**config.mk**
```make
export PLATFORM = sky130hd
export DESIGN_NAME = fizzbuzz_ascii_fmt
export DESIGN_NICKNAME = d
export VERILOG_FILES = /design/src/rtl/fizzbuzz_pkg.sv /design/src/rtl/fizzbuzz_sync_fifo.sv /design/src/rtl/fizzbuzz_ascii_fmt.sv
export SDC_FILE = /design/constraint.sdc
export NUM_CORES = 1
export LEC_CHECK = 0
export CAP_MARGIN = 0
export CORE_ASPECT_RATIO = 0.6
export CORE_MARGIN = 4
export CORE_UTILIZATION = 65
export CTS_CLUSTER_DIAMETER = 30
export CTS_CLUSTER_SIZE = 12
export DETAILED_ROUTE_END_ITERATION = 8
export PLACE_DENSITY = 0.93
export SETUP_SLACK_MARGIN = 0.02
export SLEW_MARGIN = 20
export SYNTH_ARGS = -nofsm -noshare
export SYNTH_HDL_FRONTEND = slang
export SYNTH_SLANG_ARGS = --single-unit
```
**constraint.sdc**
```tcl
create_clock -name i_clk -period 3.9 [get_ports i_clk]
set_input_delay 0.78 -clock i_clk [delete_from_list [all_inputs] [get_ports i_clk]]
set_output_delay 0.78 -clock i_clk [all_outputs]
set_load 0.05 [all_outputs]
```
**src/rtl/fizzbuzz_pkg.sv**
```systemverilog
// Shared types and constants for the FizzBuzz ASCII formatter.
package fizzbuzz_pkg;

  typedef enum logic [2:0] {IDLE, LOAD, CONV, TEXT, DIGIT, TERM} fb_state_e;

  localparam logic [7:0] ASCII_F  = 8'h46;
  localparam logic [7:0] ASCII_I  = 8'h69;
  localparam logic [7:0] ASCII_Z  = 8'h7A;
  localparam logic [7:0] ASCII_B  = 8'h42;
  localparam logic [7:0] ASCII_U  = 8'h75;
  localparam logic [7:0] ASCII_0  = 8'h30;
  localparam logic [7:0] ASCII_CR = 8'h0D;
  localparam logic [7:0] ASCII_LF = 8'h0A;

  // Widest number an entry can carry; the top only uses the low W bits.
  localparam int FB_NUM_W_MAX = 16;
  // Wide enough for "FizzBuzz" and any digit string of FB_NUM_W_MAX bits.
  localparam int FB_IDX_W     = 5;

  typedef struct packed {
    logic                    is_fizz;
    logic                    is_buzz;
    logic [FB_NUM_W_MAX-1:0] number;
  } fb_entry_t;

  // Decimal digits needed for 2^w-1.
  function automatic int fb_num_digits(input int w);
    longint unsigned v;
    int n;
    v = (64'd1 << w) - 64'd1;
    n = 1;
    while (v >= 64'd10) begin
      v = v / 64'd10;
      n++;
    end
    return n;
  endfunction

endpackage

```
**src/rtl/fizzbuzz_sync_fifo.sv**
```systemverilog
// Synchronous FIFO with combinational head read and extra-bit wrap pointers.
module fizzbuzz_sync_fifo #(
  parameter int WIDTH = 8,
  parameter int DEPTH = 8
) (
  input  logic             i_clk,
  input  logic             i_rst,
  input  logic             i_push,
  input  logic [WIDTH-1:0] i_data,
  input  logic             i_pop,
  output logic [WIDTH-1:0] o_data,
  output logic             o_full,
  output logic             o_empty
);
  localparam int AW = $clog2(DEPTH);

  logic [AW:0]      wr_q, wr_d, rd_q, rd_d;
  logic [WIDTH-1:0] mem_q [DEPTH];
  logic             wr_en, rd_en;

  assign o_empty = (wr_q == rd_q);
  assign o_full  = (wr_q[AW] != rd_q[AW]) && (wr_q[AW-1:0] == rd_q[AW-1:0]);
  assign o_data  = mem_q[rd_q[AW-1:0]];
  assign wr_en   = i_push && !o_full;
  assign rd_en   = i_pop && !o_empty;

  always_comb begin
    wr_d = wr_q;
    rd_d = rd_q;
    if (wr_en) wr_d = wr_q + (AW+1)'(1);
    if (rd_en) rd_d = rd_q + (AW+1)'(1);
  end

  always_ff @(posedge i_clk) begin
    if (i_rst) begin
      wr_q <= '0;
      rd_q <= '0;
    end else begin
      wr_q <= wr_d;
      rd_q <= rd_d;
    end
  end

  always_ff @(posedge i_clk) begin
    if (wr_en && !i_rst) mem_q[wr_q[AW-1:0]] <= i_data;
  end

endmodule

```
**src/rtl/fizzbuzz_ascii_fmt.sv**
```systemverilog
// FizzBuzz item formatter: FIFO-buffered items out as ASCII lines.
// Define FIZZBUZZ_FMT_CRLF_EN for "\r\n" line endings instead of "\n".
module fizzbuzz_ascii_fmt
  import fizzbuzz_pkg::*;
#(
  parameter int  G_LENGTH     = 100,
  parameter int  G_FIFO_DEPTH = 8,
  localparam int W            = $clog2(G_LENGTH)
) (
  input  logic         i_clk,
  input  logic         i_rst,
  input  logic         i_valid,
  input  logic         i_is_fizz,
  input  logic         i_is_buzz,
  input  logic [W-1:0] i_number,
  output logic [7:0]   o_char,
  output logic         o_char_valid,
  input  logic         i_char_ready,
  output logic         o_overflow,
  output logic         o_busy
);
  localparam int ND = fb_num_digits(W);
`ifdef FIZZBUZZ_FMT_CRLF_EN
  localparam logic [7:0] TERM_FIRST = ASCII_CR;
`else
  localparam logic [7:0] TERM_FIRST = ASCII_LF;
`endif

  fb_state_e              state_q, state_d;
  fb_entry_t              item_q, item_d;
  logic [ND-1:0][3:0]     bcd_q, bcd_d;
  logic [W-1:0]           shreg_q, shreg_d;
  logic [FB_IDX_W-1:0]    cnt_q, cnt_d;
  logic [7:0]             char_q, char_d;
  logic                   vld_q, vld_d;
  logic                   ovf_q, ovf_d;

  fb_entry_t              wr_entry, rd_entry;
  logic                   fifo_full, fifo_empty, push, pop, fire;
  logic [ND-1:0][3:0]     bcd_adj, bcd_shift;
  logic [4*ND:0]          bcd_cat;
  logic [FB_IDX_W-1:0]    num_len, cur_len, dsel;
  logic [3:0]             digit;
  logic [7:0]             text_char, cur_char;
  logic                   buzz_word;
  logic                   unused_num_hi;

  assign wr_entry = '{is_fizz: i_is_fizz, is_buzz: i_is_buzz,
                      number: FB_NUM_W_MAX'(i_number)};
  assign push     = i_valid && !fifo_full;

  fizzbuzz_sync_fifo #(
    .WIDTH ($bits(fb_entry_t)),
    .DEPTH (G_FIFO_DEPTH)
  ) u_fifo (
    .i_clk   (i_clk),
    .i_rst   (i_rst),
    .i_push  (push),
    .i_data  (wr_entry),
    .i_pop   (pop),
    .o_data  (rd_entry),
    .o_full  (fifo_full),
    .o_empty (fifo_empty)
  );

  assign unused_num_hi = |(item_q.number >> W);

  // One double-dabble step: add 3 to digits >= 5, then shift in the next MSB.
  always_comb begin
    for (int i = 0; i < ND; i++)
      bcd_adj[i] = (bcd_q[i] >= 4'd5) ? bcd_q[i] + 4'd3 : bcd_q[i];
    bcd_cat   = {bcd_adj, shreg_q[W-1]};
    bcd_shift = bcd_cat[4*ND-1:0];
  end

  always_comb begin
    num_len = FB_IDX_W'(1);
    for (int i = 1; i < ND; i++)
      if (bcd_q[i] != 4'd0) num_len = FB_IDX_W'(i + 1);
    dsel  = num_len - cnt_q - FB_IDX_W'(1);
    digit = 4'd0;
    for (int i = 0; i < ND; i++)
      if (dsel == FB_IDX_W'(i)) digit = bcd_q[i];
  end

  // "Buzz" letters for buzz-only items and the second half of "FizzBuzz".
  always_comb begin
    buzz_word = item_q.is_buzz && (!item_q.is_fizz || cnt_q[2]);
    case (cnt_q[1:0])
      2'd0:    text_char = buzz_word ? ASCII_B : ASCII_F;
      2'd1:    text_char = buzz_word ? ASCII_U : ASCII_I;
      default: text_char = ASCII_Z;
    endcase
  end

  assign cur_len  = (state_q == TEXT) ?
                    ((item_q.is_fizz && item_q.is_buzz) ? FB_IDX_W'(8) : FB_IDX_W'(4)) :
                    num_len;
  assign cur_char = (state_q == TEXT) ? text_char : (ASCII_0 + {4'h0, digit});
  assign fire     = !vld_q || i_char_ready;

  always_comb begin
    state_d = state_q;
    item_d  = item_q;
    bcd_d   = bcd_q;
    shreg_d = shreg_q;
    cnt_d   = cnt_q;
    char_d  = char_q;
    vld_d   = vld_q;
    ovf_d   = ovf_q || (i_valid && fifo_full);
    pop     = 1'b0;
    unique case (state_q)
      IDLE: if (!fifo_empty) begin
        pop     = 1'b1;
        item_d  = rd_entry;
        state_d = LOAD;
      end
      LOAD: begin
        bcd_d   = '0;
        shreg_d = item_q.number[W-1:0];
        cnt_d   = '0;
        state_d = (item_q.is_fizz || item_q.is_buzz) ? TEXT : CONV;
      end
      CONV: begin
        bcd_d   = bcd_shift;
        shreg_d = shreg_q << 1;
        cnt_d   = cnt_q + FB_IDX_W'(1);
        if (cnt_q == FB_IDX_W'(W - 1)) begin
          cnt_d   = '0;
          state_d = DIGIT;
        end
      end
      // Output register refills on the edge that drains it, so no bubbles.
      TEXT, DIGIT: if (fire) begin
        vld_d = 1'b1;
        if (cnt_q < cur_len) begin
          char_d = cur_char;
          cnt_d  = cnt_q + FB_IDX_W'(1);
        end else begin
          char_d  = TERM_FIRST;
          cnt_d   = '0;
          state_d = TERM;
        end
      end
      TERM: if (i_char_ready) begin
`ifdef FIZZBUZZ_FMT_CRLF_EN
        if (cnt_q == '0) begin
          char_d = ASCII_LF;
          cnt_d  = FB_IDX_W'(1);
        end else begin
          vld_d   = 1'b0;
          state_d = IDLE;
        end
`else
        vld_d   = 1'b0;
        state_d = IDLE;
`endif
      end
      default: state_d = IDLE;
    endcase
  end

  always_ff @(posedge i_clk) begin
    if (i_rst) begin
      state_q <= IDLE;
      item_q  <= '0;
      bcd_q   <= '0;
      shreg_q <= '0;
      cnt_q   <= '0;
      char_q  <= 8'h00;
      vld_q   <= 1'b0;
      ovf_q   <= 1'b0;
    end else begin
      state_q <= state_d;
      item_q  <= item_d;
      bcd_q   <= bcd_d;
      shreg_q <= shreg_d;
      cnt_q   <= cnt_d;
      char_q  <= char_d;
      vld_q   <= vld_d;
      ovf_q   <= ovf_d;
    end
  end

  assign o_char       = char_q;
  assign o_char_valid = vld_q;
  assign o_overflow   = ovf_q;
  assign o_busy       = !fifo_empty || (state_q != IDLE);

endmodule

```
==> key figures <==
Run status
  – Status: complete, no violations

Die
  – # IOs: 24
  – Initial Util: 67.0%
  – Die Y: 80.6 µm
  – Die area: 10,400 µm²
  – Die width: around 130 µm
  – Floorplan row count: 26
  – Core region area: 8520 µm²

Worst setup path
  – CP Depth: 5
  – Worst EP required: 3.12 ns
  – Crit path max-delay family: buffers and inverters
  – Crit path kind: register to primary output
  – R2R Path End: o_char[2]$_SDFFE_PP0P_
  – CP arrival: about 2.7 ns
  – CP startpoint: u_fifo.rd_q[2]$_SDFFE_PP0P_
  – Cells on worst reg2reg path: 10
  – CP Launch Type: register
  – Reg2Reg Setup Slack: 0.94 ns
  – RR Startpoint: bcd_q[8]$_SDFFE_PP0P_
  – Worst path slowest cell: clkdlybuf4s50_1
  – CP Max Fanout: 12
  – Critical path capture point: o_busy
  – Crit-path cells: buf_4 -> xnor2_1 -> nand4_1 -> or2_2 -> clkdlybuf4s50_1
  – Max incr delay on CP: 0.71 ns
  – CP Buf/Inv Count: 2
  – CP Capture Type: primary output

Clock network
  – Clk root buf: clkbuf_16
  – Worst-path clk slew: around 0.06 ns
  – Worst skew pair latency: 0.42 ns
  – Maximum clock insertion buffer count: 2
  – Post-cts resize count: 0
  – Cts bufs inserted: 17
  – H-tree lvl count: 4
  – Clk sink count: 125
  – CTS tree: built
  – # Post-CTS Setup Buffers: 0
  – Post-CTS Hold Buffers: 0

Drt
  – Vias per cell: a little under 7
  – Initial drt markers: 618
  – Wirelength, routed: 14,400 µm
  – Post-route antenna net violation count: 0
  – Drt first pass iters: 8
  – Vias: 4,293
  – Routed WL per cell: approximately 23 µm
  – DR DRC count: 0

Final layout
  – Multi-input logic area: 2360 µm²
  – Synth-to-layout area growth: 15.4%
  – Register area: around 3200 µm²
  – Fraction of final layout cells sized beyond drive strength 1: 13.8%
  – # fillers: 457
  – Ant diodes: 0
  – # nets final: 524
  – Non-Filler Instances: approximately 620

Timing
  – Final Hold Viols: 0
  – Final Setup Violations: 0
  – Max Clk Rate: a little under 0.3 GHz
  – Max-slew headroom: 35.2%
  – RSZ-0062 raised after global routing: false
  – Tmin final: approximately 3.4 ns
  – Total negative setup slack: 0 ns
  – Tcrit/Tclk final: 87.9%
  – Slew Viols, Final: 0
  – Clock skew: just over 0.009 ns
  – WHS: 0.473 ns
  – Worst-Margin Slew: 0.968 ns

Power and ir drop
  – Gate power share: ~28%
  – P_leak: ~2.3 nW
  – Net Sw Power: 1.43 mW
  – Switch share: roughly a third
  – Int Power: approximately 2.7 mW
  – Clk pwr share: 32.4%
  – Sequential power share: 39.5%
  – Pwr/cell area: 634 nW/µm²
  – Peak supply drop: 400 µV
  – Total design power: 4.18 mW

Synth
  – Post-synth EDFFs: slightly above 70
  – Mean Syn Cell Area: around 12 µm²
  – Sequential area share after synthesis: 56.4%
  – Async S/R FF share, synth: 0%
  – Yosys warns: 0
  – Count of different cell masters after synthesis: 62
  – Dominant synthesized flop cell: edfxtp_1
  – Cell taking the most area after synthesis: edfxtp_1
  – Synthesis-stage register bit count: 125
  – Top cell type's share of synthesized area: 37.8%
  – Post-synth net total: ~500
  – Most common cell in the netlist: edfxtp_1
  – Top post-synthesis cells by count: edfxtp_1 (72), dfxtp_1 (53), nor2_1 (44)
  – Synth area leaders: edfxtp_1 (38%), dfxtp_1 (19%), mux4_2 (7.1%)
  – Post-Synthesis Cells: 464
  – Syn Std Cell Area: 5710 µm²

Flow run
  – Max-capacitance violation count: 0

Worst hold path
  – Min-Delay Path Class: register to register
  – Hold wc startpoint: shreg_q[6]$_SDFFE_PP0P_

Placed design
  – Port buffer count: 22
  – DP Cell Count: a little under 600
  – Gpl congestion: 0.907
  – Post-DP HPWL: 8840 µm

Global routing
  – Total GRT Usage: 29.6%
  – Vias in the first global route: about 4,200
  – Initial antenna violation count: 0
  – First-pass GRT wire length: about 23,000 µm
  – Largest net degree at the start of global routing: 48
  – Total grt overflow: 0
## layout by cell type (no fill, tap or decap), types with 14 or more instances in the layout
cell type / instances
mux4_2: 18
nand2_1: 23
dfxtp_1: 53
clkbuf_16: 17
clkdlybuf4s50_1: 21
a21oi_1: 16
edfxtp_1: 72
mux2i_1: 19
o21ai_0: 15
ha_1: 17
inv_1: 19
a211oi_1: 14
nor2_1: 44
## sequential cells by signal, summed over array words and instances (netlist names)
| signal | flops |
|---|---|
| o_overflow | 1 |
| u_fifo.mem_q | 72 |
| o_char | 7 |
| shreg_q | 7 |
| cnt_q | 5 |
| o_char_valid | 1 |
| u_fifo.wr_q | 4 |
| item_q | 9 |
| bcd_q | 12 |
| state_q | 3 |
| u_fifo.rd_q | 4 |
## cells by family after synthesis
group	count (synthesis)	share of synthesized area, %
flip-flops	125	56.4
other	1	0.0656
XOR/XNOR	18	2.76
adder cells (fa/ha/maj)	18	4.07
AO/OA/AOI/OAI	97	12.1
multiplexers	39	10.8
AND/OR/NAND/NOR	123	10.7
buffers and inverters	43	3.02
## layout make-up
cell class / count / area share (%)
Clock inverter: 10 / 0.797
Tap cell: 112 / 2.13
Timing Repair Buffer: 34 / 4.63
Sequential cell: 125 / 48.9
Multi-Input combinational cell: 296 / 35.7
Clock buffer: 22 / 6.74
Inverter: 19 / 1.08
## power groups by stage
stage                     registers (mW)  clock network (mW)  logic (mW)
final                               1.65                1.35        1.17
after global routing                1.66                1.43        1.25
after CTS                           1.64                1.36        1.13
after detailed placement            1.65                   0        1.10
after global placement              1.64                   0        1.04
after floorplan                     1.67                   0       0.781
## metal layers
layer,track usage [%],up-vias,routed length [µm]
li1,-,1808,-
met1,39.8,2046,5740
met2,44.5,368,6450
met3,11.2,71,1710
met4,10.1,0,462
met5,0,-,0
## through the flow
stage	worst slack (ns)	cell area (µm²)	utilization, %
CTS	0.574	6580	77.2
detailed placement	1.00	6080	71.4
finish	0.470	6590	77.3
global route	0.346	6590	77.3
floorplan	1.31	5710	-
global placement	1.11	6080	71.4
## worst min-delay path by stage
stage	endpoint	slack, ns	cells after the start
2_1_floorplan	shreg_q[5]$_SDFFE_PP0P_	0.44	2
3_3_place_gp	shreg_q[5]$_SDFFE_PP0P_	0.44	2
3_5_place_dp	o_char[4]$_SDFFE_PP0P_	0.46	2
4_1_cts	o_char[4]$_SDFFE_PP0P_	0.47	2
5_1_grt	o_char[6]$_SDFFE_PP0P_	0.48	2
6_report	shreg_q[6]$_SDFFE_PP0P_	0.47	2
## worst register-to-register path, stage by stage, from the launching register on
cell and delay, ns:
dfxtp_1 0.36, inv_1 0.11, ha_1 0.23, nor3b_1 0.49, nand2b_1 0.21, ha_1 0.32
a21oi_1 0.29, mux2i_1 0.29, o31a_1 0.18, o21ai_0 0.10, a32o_1 0.28
Note: power is estimated with default switching activity, not from simulation.
